[config.mk]
export PLATFORM = sky130hd
export DESIGN_NAME = neuron_mac
export DESIGN_NICKNAME = d
export VERILOG_FILES = /design/src/rtl/nn_pkg.sv /design/src/rtl/mac_unit.sv /design/src/rtl/neuron_mac.sv
export SDC_FILE = /design/constraint.sdc
export NUM_CORES = 1
export LEC_CHECK = 0
export BUFFER_PORTS_ARGS = -buffer_cell sky130_fd_sc_hd__clkbuf_2
export CAP_MARGIN = 20
export CORE_ASPECT_RATIO = 1.2
export CORE_UTILIZATION = 45
export DETAILED_ROUTE_END_ITERATION = 8
export REMOVE_ABC_BUFFERS = 1
export SYNTH_ARGS = -nofsm -noshare
export SYNTH_HDL_FRONTEND = slang
export SYNTH_HIERARCHICAL = 1
export SYNTH_SLANG_ARGS = --single-unit
[constraint.sdc]
create_clock -name clk -period 3.59 [get_ports clk]
set_input_delay 0.1795 -clock clk [delete_from_list [all_inputs] [get_ports clk]]
set_output_delay 0.1795 -clock clk [all_outputs]
set_load 0.05 [all_outputs]
[src/rtl/nn_pkg.sv]
// Shared neural-layer definitions: data width, neuron FSM states and the
// ReLU/saturate-to-8-bit clamp used by every layer that emits 8-bit results.
package nn_pkg;

    localparam int DATA_W = 8;
    localparam int WIDE_W = 64;

    typedef enum logic [1:0] {
        ACCUM = 2'd0,
        ACT   = 2'd1,
        DONE  = 2'd2
    } state_e;

    // Clamp a signed value to the unsigned 8-bit range: negatives become 0,
    // anything above 255 becomes 255.
    function automatic logic [7:0] relu_sat8(input logic signed [WIDE_W-1:0] x);
        logic [7:0] r;
        if (x < 0) begin
            r = 8'd0;
        end else if (x > 64'sd255) begin
            r = 8'd255;
        end else begin
            r = x[7:0];
        end
        return r;
    endfunction

endpackage

[src/rtl/mac_unit.sv]
// Signed DATA_W x DATA_W multiply accumulated into an ACC_W-bit register.
// Clear has priority over enable so a clear always starts a fresh sum.
module mac_unit
    import nn_pkg::*;
#(
    parameter int ACC_W = 24
) (
    input  logic                    clk,
    input  logic                    reset,
    input  logic                    clr_i,
    input  logic                    en_i,
    input  logic signed [DATA_W-1:0] a_i,
    input  logic signed [DATA_W-1:0] b_i,
    output logic signed [ACC_W-1:0]  acc_o
);

    logic signed [2*DATA_W-1:0] prod;
    logic signed [ACC_W-1:0]    acc_q;
    logic signed [ACC_W-1:0]    acc_d;

    // Next accumulator value: clear, add the sign-extended product, or hold.
    always_comb begin
        prod  = a_i * b_i;
        acc_d = acc_q;
        if (clr_i) begin
            acc_d = '0;
        end else if (en_i) begin
            acc_d = acc_q + {{(ACC_W-2*DATA_W){prod[2*DATA_W-1]}}, prod};
        end
    end

    // Accumulator register with asynchronous active-low reset.
    always_ff @(posedge clk or negedge reset) begin
        if (!reset) begin
            acc_q <= '0;
        end else begin
            acc_q <= acc_d;
        end
    end

    assign acc_o = acc_q;

endmodule

[src/rtl/neuron_mac.sv]
// Single neuron: accumulate N_INPUTS signed activation*weight products,
// add bias, arithmetic-shift, ReLU/saturate to 8 bits and hand the result
// downstream over a valid/ready handshake.
module neuron_mac
    import nn_pkg::*;
#(
    parameter int N_INPUTS = 4,
    parameter int SHIFT    = 0,
    parameter int ACC_W    = 24
) (
    input  logic                     clk,
    input  logic                     reset,
    input  logic                     in_valid,
    output logic                     in_ready,
    input  logic signed [DATA_W-1:0] in_data,
    input  logic signed [DATA_W-1:0] in_weight,
    input  logic signed [ACC_W-1:0]  bias,
    output logic                     out_valid,
    input  logic                     out_ready,
    output logic [7:0]               out
);

    localparam int CNT_W = $clog2(N_INPUTS + 1);

    // Parameter sanity: reject configurations where the sum could wrap.
    if (N_INPUTS < 1 || N_INPUTS > 256) begin : g_n_chk
        $error("neuron_mac: N_INPUTS must be in 1..256");
    end
    if (SHIFT < 0 || SHIFT > 15) begin : g_shift_chk
        $error("neuron_mac: SHIFT must be in 0..15");
    end
    if (ACC_W < 2*DATA_W + $clog2(N_INPUTS) + 1) begin : g_accw_chk
        $error("neuron_mac: ACC_W too narrow for N_INPUTS products");
    end
    if (ACC_W > WIDE_W - 2) begin : g_accw_max_chk
        $error("neuron_mac: ACC_W too wide for the activation clamp");
    end

    state_e                   state_q, state_d;
    logic [CNT_W-1:0]         cnt_q, cnt_d;
    logic [7:0]               out_q, out_d;
    logic signed [ACC_W-1:0]  acc;
    logic                     accept;
    logic signed [ACC_W:0]    sum_w;
    logic signed [ACC_W:0]    shifted;
    logic signed [WIDE_W-1:0] wide;

    // Handshake flags depend on state only.
    assign in_ready  = (state_q == ACCUM);
    assign out_valid = (state_q == DONE);
    assign accept    = in_valid && in_ready;

    mac_unit #(
        .ACC_W (ACC_W)
    ) u_mac (
        .clk   (clk),
        .reset (reset),
        .clr_i (state_q == ACT),
        .en_i  (accept),
        .a_i   (in_data),
        .b_i   (in_weight),
        .acc_o (acc)
    );

    // Bias add and rescale one bit wider than the accumulator so the sum
    // cannot overflow, then widen for the shared clamp function.
    always_comb begin
        sum_w   = {acc[ACC_W-1], acc} + {bias[ACC_W-1], bias};
        shifted = sum_w >>> SHIFT;
        wide    = {{(WIDE_W-ACC_W-1){shifted[ACC_W]}}, shifted};
    end

    // FSM next state, beat counter and output register update.
    always_comb begin
        state_d = state_q;
        cnt_d   = cnt_q;
        out_d   = out_q;
        case (state_q)
            ACCUM: begin
                if (accept) begin
                    cnt_d = cnt_q + CNT_W'(1);
                    if (cnt_q == CNT_W'(N_INPUTS - 1)) begin
                        state_d = ACT;
                    end
                end
            end
            ACT: begin
                out_d   = relu_sat8(wide);
                cnt_d   = '0;
                state_d = DONE;
            end
            DONE: begin
                if (out_ready) begin
                    state_d = ACCUM;
                end
            end
            default: begin
                state_d = ACCUM;
            end
        endcase
    end

    // Control and output registers with asynchronous active-low reset.
    always_ff @(posedge clk or negedge reset) begin
        if (!reset) begin
            state_q <= ACCUM;
            cnt_q   <= '0;
            out_q   <= 8'd0;
        end else begin
            state_q <= state_d;
            cnt_q   <= cnt_d;
            out_q   <= out_d;
        end
    end

    assign out = out_q;

endmodule

Word level (Yosys, flattened, before mapping)
Index checks and enable logic that the tools add are counted.

cells by class
  reductions and logical operators = 6
  order comparisons = 2
  multipliers = 1
  add/subtract/negate cells = 3
  multiplexer cells = 10
  equality and inequality tests = 6

operator list
  kind                                                  number
  2-to-1 mux 24 bit                                     2
  adder 24 x 24 -> 25 bit                               1
  > comparator 25 x 9 -> 1 bit (second input constant)  1
  < comparator 25 x 1 -> 1 bit (second input constant)  1
  adder 24 bit                                          1
  multiplier 8 x 8 -> 16 bit                            1
  2-to-1 mux 8 bit                                      2
  2-to-1 mux 2 bit                                      3
  != test 2 x 1 -> 1 bit (second input constant)        3
  one-hot mux 2 bit (3 select lines)                    1
  one-hot mux 3 bit (2 select lines)                    1
  nonzero test 2 bit                                    2
  adder 3 x 1 -> 3 bit (second input constant)          1
  == test 3 x 2 -> 1 bit (second input constant)        1
  2-to-1 mux 3 bit                                      1
  AND reduction 3 bit                                   1
  == test 2 x 1 -> 1 bit (second input constant)        1
  == test 2 bit (second input constant)                 1
  zero test 2 bit                                       1
  AND reduction 2 bit                                   1
  logical AND 1 bit                                     1

storage, ports and cells
  output and inout port bits = 10
  register bits after elaboration = 37
  input bits = 44

Logic depth before layout (Yosys ltp)
Gate-level depths: netlist of the first run.

  depth in word-level cells = 4
  depth in mapped cells = 29
  gate-level depth less buffers = 29

Modules after synthesis
The synthesis of the first run kept the hierarchy.

modules (own cells, without submodules)
  module      times used  area each (um2)  seq. area each (um2)  cells each
  mac_unit    1           4563.1           600.6                 507
  neuron_mac  1           2148.3           325.3                 269

Worst setup path before layout of the first run
No wires, ideal clock.

  path kind = input -> register
  start point = in in_data[7]
  end point = reg u_mac.acc_q[22], in the netlist u_mac/acc_o[22]
  stages = 24
  arrival time = 6.086 ns
  path slack = -2.592 ns
  path through = and2_1 > fa_1 > inv_1 > fa_1 > inv_1 > fa_1 > inv_1 > fa_1 > inv_1 > ha_1 > and3_1 > a21oi_1 > o21ai_1 > o41ai_2 > xnor2_1 > ha_1 > a21o_1 > a21oi_1 > nor2b_1 > or4_1 > a2111oi_0 > o31ai_1 > xnor2_1 > o31ai_1

between the ends
  word-level cells in the longest chain between the ends = 4

ends and longest elaborated chain
  what                        line              source
  from (decl)                 neuron_mac.sv:15  input logic signed [DATA_W-1:0] in_data,
  multiplier 8 x 8 -> 16 bit  mac_unit.sv:23    prod = a_i * b_i;
  adder 24 bit                mac_unit.sv:28    acc_d = acc_q + {{(ACC_W-2*DATA_W){prod[2*DATA_W-1]}}, prod};
  2-to-1 mux 24 bit           mac_unit.sv:27    end else if (en_i) begin
  2-to-1 mux 24 bit           mac_unit.sv:25    if (clr_i) begin
  to (signal assigned)        mac_unit.sv:35    acc_q <= '0;
  to (signal assigned)        mac_unit.sv:37    acc_q <= acc_d;
  to (decl)                   mac_unit.sv:18    logic signed [ACC_W-1:0] acc_q;

No other way between the ends. The select of a mux whose other input is x is not followed.
A chain may end at the register's enable or synchronous reset.

Worst setup path in the final report of the first run
  start point = in in_weight[1]
  end point = reg u_mac.acc_q[23], in the netlist u_mac/acc_o[23]

between the ends
  word-level cells in the longest chain between the ends = 4

ends and longest elaborated chain
  what                        line              source
  from (decl)                 neuron_mac.sv:16  input logic signed [DATA_W-1:0] in_weight,
  multiplier 8 x 8 -> 16 bit  mac_unit.sv:23
  adder 24 bit                mac_unit.sv:28
  2-to-1 mux 24 bit           mac_unit.sv:27
  2-to-1 mux 24 bit           mac_unit.sv:25

No other way between the ends. The select of a mux whose other input is x is not followed.

==> key figures, run 1 <==
Worst setup path
  – Reg-to-reg slack, setup: 0.31 ns
  – Cells on worst reg2reg path: 12
  – Kind of critical path: in2reg
  – FF-to-FF End: out[0]$_DFFE_PN0P_
  – Slowest cell delay on critical path: 0.53 ns
  – Critical Path Fanout Max: 6
  – RR Startpoint: u_mac/acc_o[0]$_DFFE_PN0P_
  – CP required: 3.75 ns
  – Crit path max-delay cell type: fa_1
  – Crit. End Element: flip-flop
  – CP most frequent cell: fa_1
  – Critical path arrival: 5.93 ns
  – Crit start category: primary input

Clock tree
  – CTS tree: built
  – CTS sink cnt: 37
  – Worst-Skew Late Latency: 0.28 ns
  – Root Buffer: clkbuf_16
  – Hold-fix buffer count after cts: 0
  – Clock Pin Slew Worst Setup and Hold Paths: 0.05 ns
  – CTS buffer count: 5
  – Max clock buf depth: 2
  – Number of H-tree levels: 2

Floorplan
  – Starting density of the core: 46.4%
  – Rows: 48
  – Die Wd: 113 um
  – Core area: 14500 sq um
  – Die Y: 136 um
  – Die area: 15400 sq um
  – I/O Pins: 54

Place
  – Final HPWL DP: 13800 um
  – Port-buffer cells: 53
  – RePlAce Congestion: 0.898
  – Inst Count DP: 1124

Yosys
  – Syn avg cell area: 8.65 sq um
  – EDFF count, synth: 0
  – Post-synthesis cell count: 776
  – Synthesis Warnings: 6
  – Commonest register cell after synthesis: dfrtp_1
  – Seq cells post-synth: 37
  – Synth cell types: 77
  – Asr flop ratio synth: 100%
  – Mapped cell area: 6710 sq um
  – Sequential share of the synthesized area: 13.8%

Detailed routing
  – DR WL/cell: 14.7 um
  – Pre-antenna DRT Iters: 4
  – Final wirelength: 17000 um
  – Residual DRC: 0
  – Post-route ant nets: 0
  – 1st-iter DRT viols: 222
  – Via-per-instance ratio: 5.33
  – Via Count: 6146

Layout
  – Number of diodes: 0
  – Syn-to-layout area delta: 34.6%
  – Nets: 1133
  – Fillers: 1221
  – Share of cells above drive strength 1: 33.5%
  – Final cell count without fillers: 1154
  – Reg area: 926 sq um
  – Area of the multi-input gates: 5800 sq um

Min path
  – Worst hold-check path type: in2async

Global route
  – Total track usage: 23.1%
  – Initial antenna violation count: 0
  – First-pass GRT wire length: 28800 um
  – Largest net degree at the start of global routing: 38
  – Vias in the first global route: 6412
  – Total grt overflow: 0

Timing
  – Slew @ Worst Pin: 0.932 ns
  – Count of final setup violators: 18
  – RSZ-0062 raised after global routing: true
  – Fmax achieved: 0.174 GHz
  – Max-slew violations: 0
  – Final hold viol count: 0
  – Setup Skew: 0.00416 ns
  – Period utilization: 161%
  – Slack of the critical path: -2.17 ns
  – Worst slew margin: 37.8%
  – Clock period minus worst slack: 5.76 ns

Job
  – Max-cap viol count: 0

Run status
  – Status: finished with violations
  – Violated checks: negative setup slack
-- synthesized netlist by cell type (all sizes together), types with 2 or more instances --
library cell  count  area share (%)
inv             108             6.0
ha               78              15
fa               57              17
nor2             56             3.1
a21oi            48             4.1
and2             46             4.3
nand2            44             2.5
dfrtp            37              14
o21ai            36             2.9
xnor2            27             3.5
nand3            17             1.3
xor2             17             2.2
mux2i            16             2.4
a21o             15             1.7
buf              13             1.4
nor3             13             1.1
a211oi           12             1.6
a31oi             9            0.84
nand2b            9            0.84
nor2b             9            0.84
o211ai            9             1.3
o21a              9             1.0
o221ai            9             1.2
or3               9            0.86
o21bai            8            0.89
clkbuf            7            0.41
nand4             6            0.56
a2111oi           5             1.1
and3              5            0.47
o311ai            5            0.65
o21ba             4            0.69
mux2              3            0.50
nand3b            3            0.34
o31ai             3            0.34
o41ai             3            0.62
or4               2            0.28
-- logic make-up (layout without fill, tap and decap cells) --
kind of cell | Yosys count | count (layout) | share of synthesized area, %
simple gates | 226 | 226 | 17.6
buf+inv | 128 | 306 | 7.81
mux | 19 | 19 | 2.89
compound gates | 187 | 187 | 20.6
fa+ha+maj | 135 | 135 | 31.5
xor+xnor | 44 | 44 | 5.74
flops | 37 | 37 | 13.8
-- worst max-delay path by stage --
stage	start	to	slack (ns)	depth (start not counted)
floorplan	in_data[7]	u_mac/acc_o[20]$_DFFE_PN0P_	-2.61	25
global placement	in_weight[4]	u_mac/acc_o[23]$_DFFE_PN0P_	-2.77	29
detailed placement	in_data[5]	u_mac/acc_o[23]$_DFFE_PN0P_	-2.84	29
CTS	in_weight[1]	u_mac/acc_o[23]$_DFFE_PN0P_	-2.16	25
global route	in_weight[1]	u_mac/acc_o[23]$_DFFE_PN0P_	-2.46	30
finish	in_weight[1]	u_mac/acc_o[23]$_DFFE_PN0P_	-2.17	30
-- placed cells by master, fill, tap and decap left out, types with 14 or more instances in the layout --
master,n
xor2_1,17
mux2i_1,16
inv_2,16
nand2_1,40
a21oi_2,15
o21ai_0,18
buf_4,107
nand3_1,15
clkbuf_2,44
xnor2_1,21
ha_1,66
and2_1,36
fa_1,55
dfrtp_1,37
a21o_1,14
nor2_1,49
inv_1,92
buf_6,30
a21oi_1,31
-- flip-flops by register name, summed over array words and instances (netlist names) --
register and cells:
u_mac/acc_o 24, out 8, cnt_q 3, state_q 2
-- critical path, delay by kind of cell --
kind / cells / cell delay (ns)
and+or+nand+nor: 2 / 0.19
muxes: 2 / 0.49
xor gates and xnor gates: 1 / 0.10
AOI/OAI and AO/OA: 13 / 1.98
buffers and inverters: 6 / 0.44
adders and majority gates: 6 / 2.56
-- layer usage --
metal	track usage [%]	vias up	routed length, um
met3	1.61	21	435
met5	0	-	0
met4	6.43	0	381
met2	46.4	133	9180
li1	-	3046	-
met1	25.6	2946	7020
-- final cells by class --
cell class,count,share of cell area (%)
Clock buffer,7,1.58
Tap cell,200,2.77
Multi-Input combinational cell,611,64.2
Timing Repair Buffer,191,16.7
Sequential cell,37,10.3
Inverter,108,4.49
-- what timing repair did --
action | CTS | global route
resized for setup | 115 | 47
gates cloned | 0 | 0
setup buffers | 20 | 8
pin swaps | 84 | 43
endpoints found under the setup margin | 18 | 28
-- metrics by stage --
stage / setup slack, ns / util, % / hold slack, ns / instance area, sq um / TNS (ns)
2_1_floorplan: -2.61 / - / -0.116 / 6590 / -26.95
3_3_place_gp: -2.77 / 55.2 / 0.345 / 7980 / -33.94
3_5_place_dp: -2.84 / 55.2 / 0.358 / 7980 / -35.54
4_1_cts: -2.16 / 60.6 / 0.0638 / 8770 / -25.92
5_1_grt: -2.46 / 62.4 / 0.115 / 9030 / -30.65
6_report: -2.17 / 62.4 / 0.0265 / 9030 / -26.98
Power of run 1 is left out: the tool's default activity adds up to more than one toggle a clock period on the data nets, which glitch-free logic cannot reach.
==> inputs of run 2 (changes only) <==
--- a/config.mk
+++ b/config.mk
@@ -10,6 +10,8 @@
 export CORE_ASPECT_RATIO = 1.2
 export CORE_UTILIZATION = 45
 export DETAILED_ROUTE_END_ITERATION = 8
+export HOLD_SLACK_MARGIN = 0.06
+export PLACE_DENSITY = 0.74
 export REMOVE_ABC_BUFFERS = 1
 export SYNTH_ARGS = -nofsm -noshare
 export SYNTH_HDL_FRONTEND = slang
==> run 2 against run 1 <==
Effect of this change:
- the run still ends with negative setup slack left
- flip-flop and latch count did not move
- non-clock buffer count fell by 5
- fmax fell by 2.1%
- routed wire length fell by 2.7%
- largest cell class unchanged
- via count fell by 0.93%
- critical path depth did not move
- cell area fell by 1.3%
- sequential share of layout area rose by 0.13 points
- die area did not move
- utilization fell by 0.80 points
- first-iteration DRC count rose by 11%
==> key figures, run 2 (synthesized netlist as in run 1, its figures left out) <==
Run status
  – Status: finished with violations
  – Violated checks: negative setup slack

Min path
  – Worst Min Path Start: out_ready
  – Worst hold-check path type: in2reg
  – Worst Hold Path Cells: 2
  – Hold endpoint: state_q[1]$_DFFE_PN0P_

Worst setup path
  – Crit. End Element: flip-flop
  – CP required: 3.75 ns
  – Critical path arrival: 6.05 ns
  – Kind of critical path: in2reg
  – Cells on worst reg2reg path: 11
  – Crit path max-delay cell type: fa_1
  – Critical Path Fanout Max: 4
  – Crit start category: primary input
  – Reg-to-reg slack, setup: 0.26 ns
  – Slowest cell delay on critical path: 0.52 ns
  – CP most frequent cell: fa_1
  – FF-to-FF End: out[2]$_DFFE_PN0P_
  – RR Startpoint: u_mac/acc_o[0]$_DFFE_PN0P_

Timing
  – Fmax achieved: 0.170 GHz
  – Worst slew margin: 38.2%
  – Fin Setup TNS: -25.41 ns
  – Max-slew violations: 0
  – Setup Skew: 0.00631 ns
  – Slack of the critical path: -2.30 ns
  – Count of final setup violators: 18
  – Clock period minus worst slack: 5.89 ns
  – Period utilization: 164%
  – RSZ-0062 raised after global routing: true
  – Final hold viol count: 0
  – Slew @ Worst Pin: 0.927 ns

Clock tree
  – CTS sink cnt: 37
  – Number of H-tree levels: 2
  – CTS buffer count: 5
  – CTS tree: built
  – Clock Pin Slew Worst Setup and Hold Paths: 0.06 ns
  – Root Buffer: clkbuf_16
  – Worst-Skew Late Latency: 0.29 ns
  – Max clock buf depth: 2

Detailed routing
  – DR WL/cell: 14.4 um
  – Final wirelength: 16600 um
  – Residual DRC: 0
  – Pre-antenna DRT Iters: 5
  – 1st-iter DRT viols: 246
  – Post-route ant nets: 0
  – Via-per-instance ratio: 5.30
  – Via Count: 6089

Place
  – Post-Place Worst Slack: -2.86 ns
  – Dpl cell area: 7990 sq um
  – RePlAce Congestion: 0.902
  – Final HPWL DP: 12700 um
  – Port-buffer cells: 53

Floorplan
  – I/O Pins: 54
  – Die area: 15400 sq um
  – Core area: 14500 sq um
  – Rows: 48
  – Die Wd: 113 um
  – Die Y: 136 um
  – Starting density of the core: 46.4%

Layout
  – Fin area: 8920 sq um
  – Nets: 1128
  – Max reg flops: 24
  – Commonest non-fill, non-tap cell in the layout: buf_4
  – Number of diodes: 0
  – Most frequent cells in the layout: buf_4 (110), inv_1 (93), ha_1 (63), fa_1 (54), nor2_1 (49)
  – Share of cells above drive strength 1: 33.3%
  – Syn-to-layout area delta: 32.8%

Global route
  – Vias in the first global route: 6206
  – Largest net degree at the start of global routing: 38
  – First-pass GRT wire length: 27400 um
  – Total grt overflow: 0
  – Initial antenna violation count: 0
  – Total track usage: 21.7%

Job
  – Max-cap viol count: 0
## run 2: cell types whose count changed in the layout (fill, tap and decap cells not counted), sizes merged
cell / before / now
buf: 142 / 138
clkbuf: 56 / 54
dlygate4sd3: 0 / 1
## run 2: worst max-delay path by stage
stage / from / end / slack [ns] / depth (start not counted)
floorplan: in_data[7] / u_mac/acc_o[20]$_DFFE_PN0P_ / -2.61 / 25
global placement: in_weight[4] / u_mac/acc_o[23]$_DFFE_PN0P_ / -2.74 / 29
detailed placement: in_weight[4] / u_mac/acc_o[20]$_DFFE_PN0P_ / -2.86 / 28
CTS: in_data[6] / u_mac/acc_o[23]$_DFFE_PN0P_ / -2.25 / 30
global route: in_data[7] / u_mac/acc_o[23]$_DFFE_PN0P_ / -2.58 / 30
finish: in_data[7] / u_mac/acc_o[23]$_DFFE_PN0P_ / -2.30 / 30
## run 2: worst max-delay path, delay by kind of cell
family | cells | cell delay (ns)
fa+ha+maj | 6 | 2.53
compound gates | 13 | 2.04
mux | 2 | 0.52
buf+inv | 6 | 0.41
simple gates | 2 | 0.23
xor+xnor | 1 | 0.15
## run 2: timing repair
action | CTS | global route
hold endpoints to repair | 11 | 0
hold buffers | 1 | 0
pin swaps | 75 | 66
gates resized for setup | 88 | 68
endpoints found under the setup margin | 18 | 18
gates cloned | 0 | 0
buffers inserted | 15 | 9
## run 2: routing by layer
layer | GRT usage, % | up-vias | part of all wire (%)
li1 | - | 3035 | -
met2 | 42.6 | 126 | 54
met1 | 24.3 | 2892 | 41
met3 | 1.74 | 36 | 2.3
met5 | 0 | - | 0
met4 | 7.53 | 0 | 2.5
## run 2: area by class of cell
| class | instances | area (sq um) |
|---|---|---|
| well taps | 200 | 250 |
| multi-input cells | 611 | 5740 |
| flip-flops and latches | 37 | 926 |
| clock buffers | 7 | 143 |
| fillers | 1154 | 5560 |
| repair buffers | 186 | 1450 |
| inverters | 108 | 405 |
## run 2: per-stage QoR
stage | cells | util (%) | hold slack (ns)
2_1_floorplan | 756 | - | -0.116
4_1_cts | 1147 | 60.0 | 0.0826
3_5_place_dp | 1125 | 55.2 | 0.355
6_report | 1149 | 61.6 | 0.0787
3_3_place_gp | 1125 | 55.2 | 0.340
5_1_grt | 1149 | 61.6 | 0.0827
Power of run 2 is left out for the same reason.
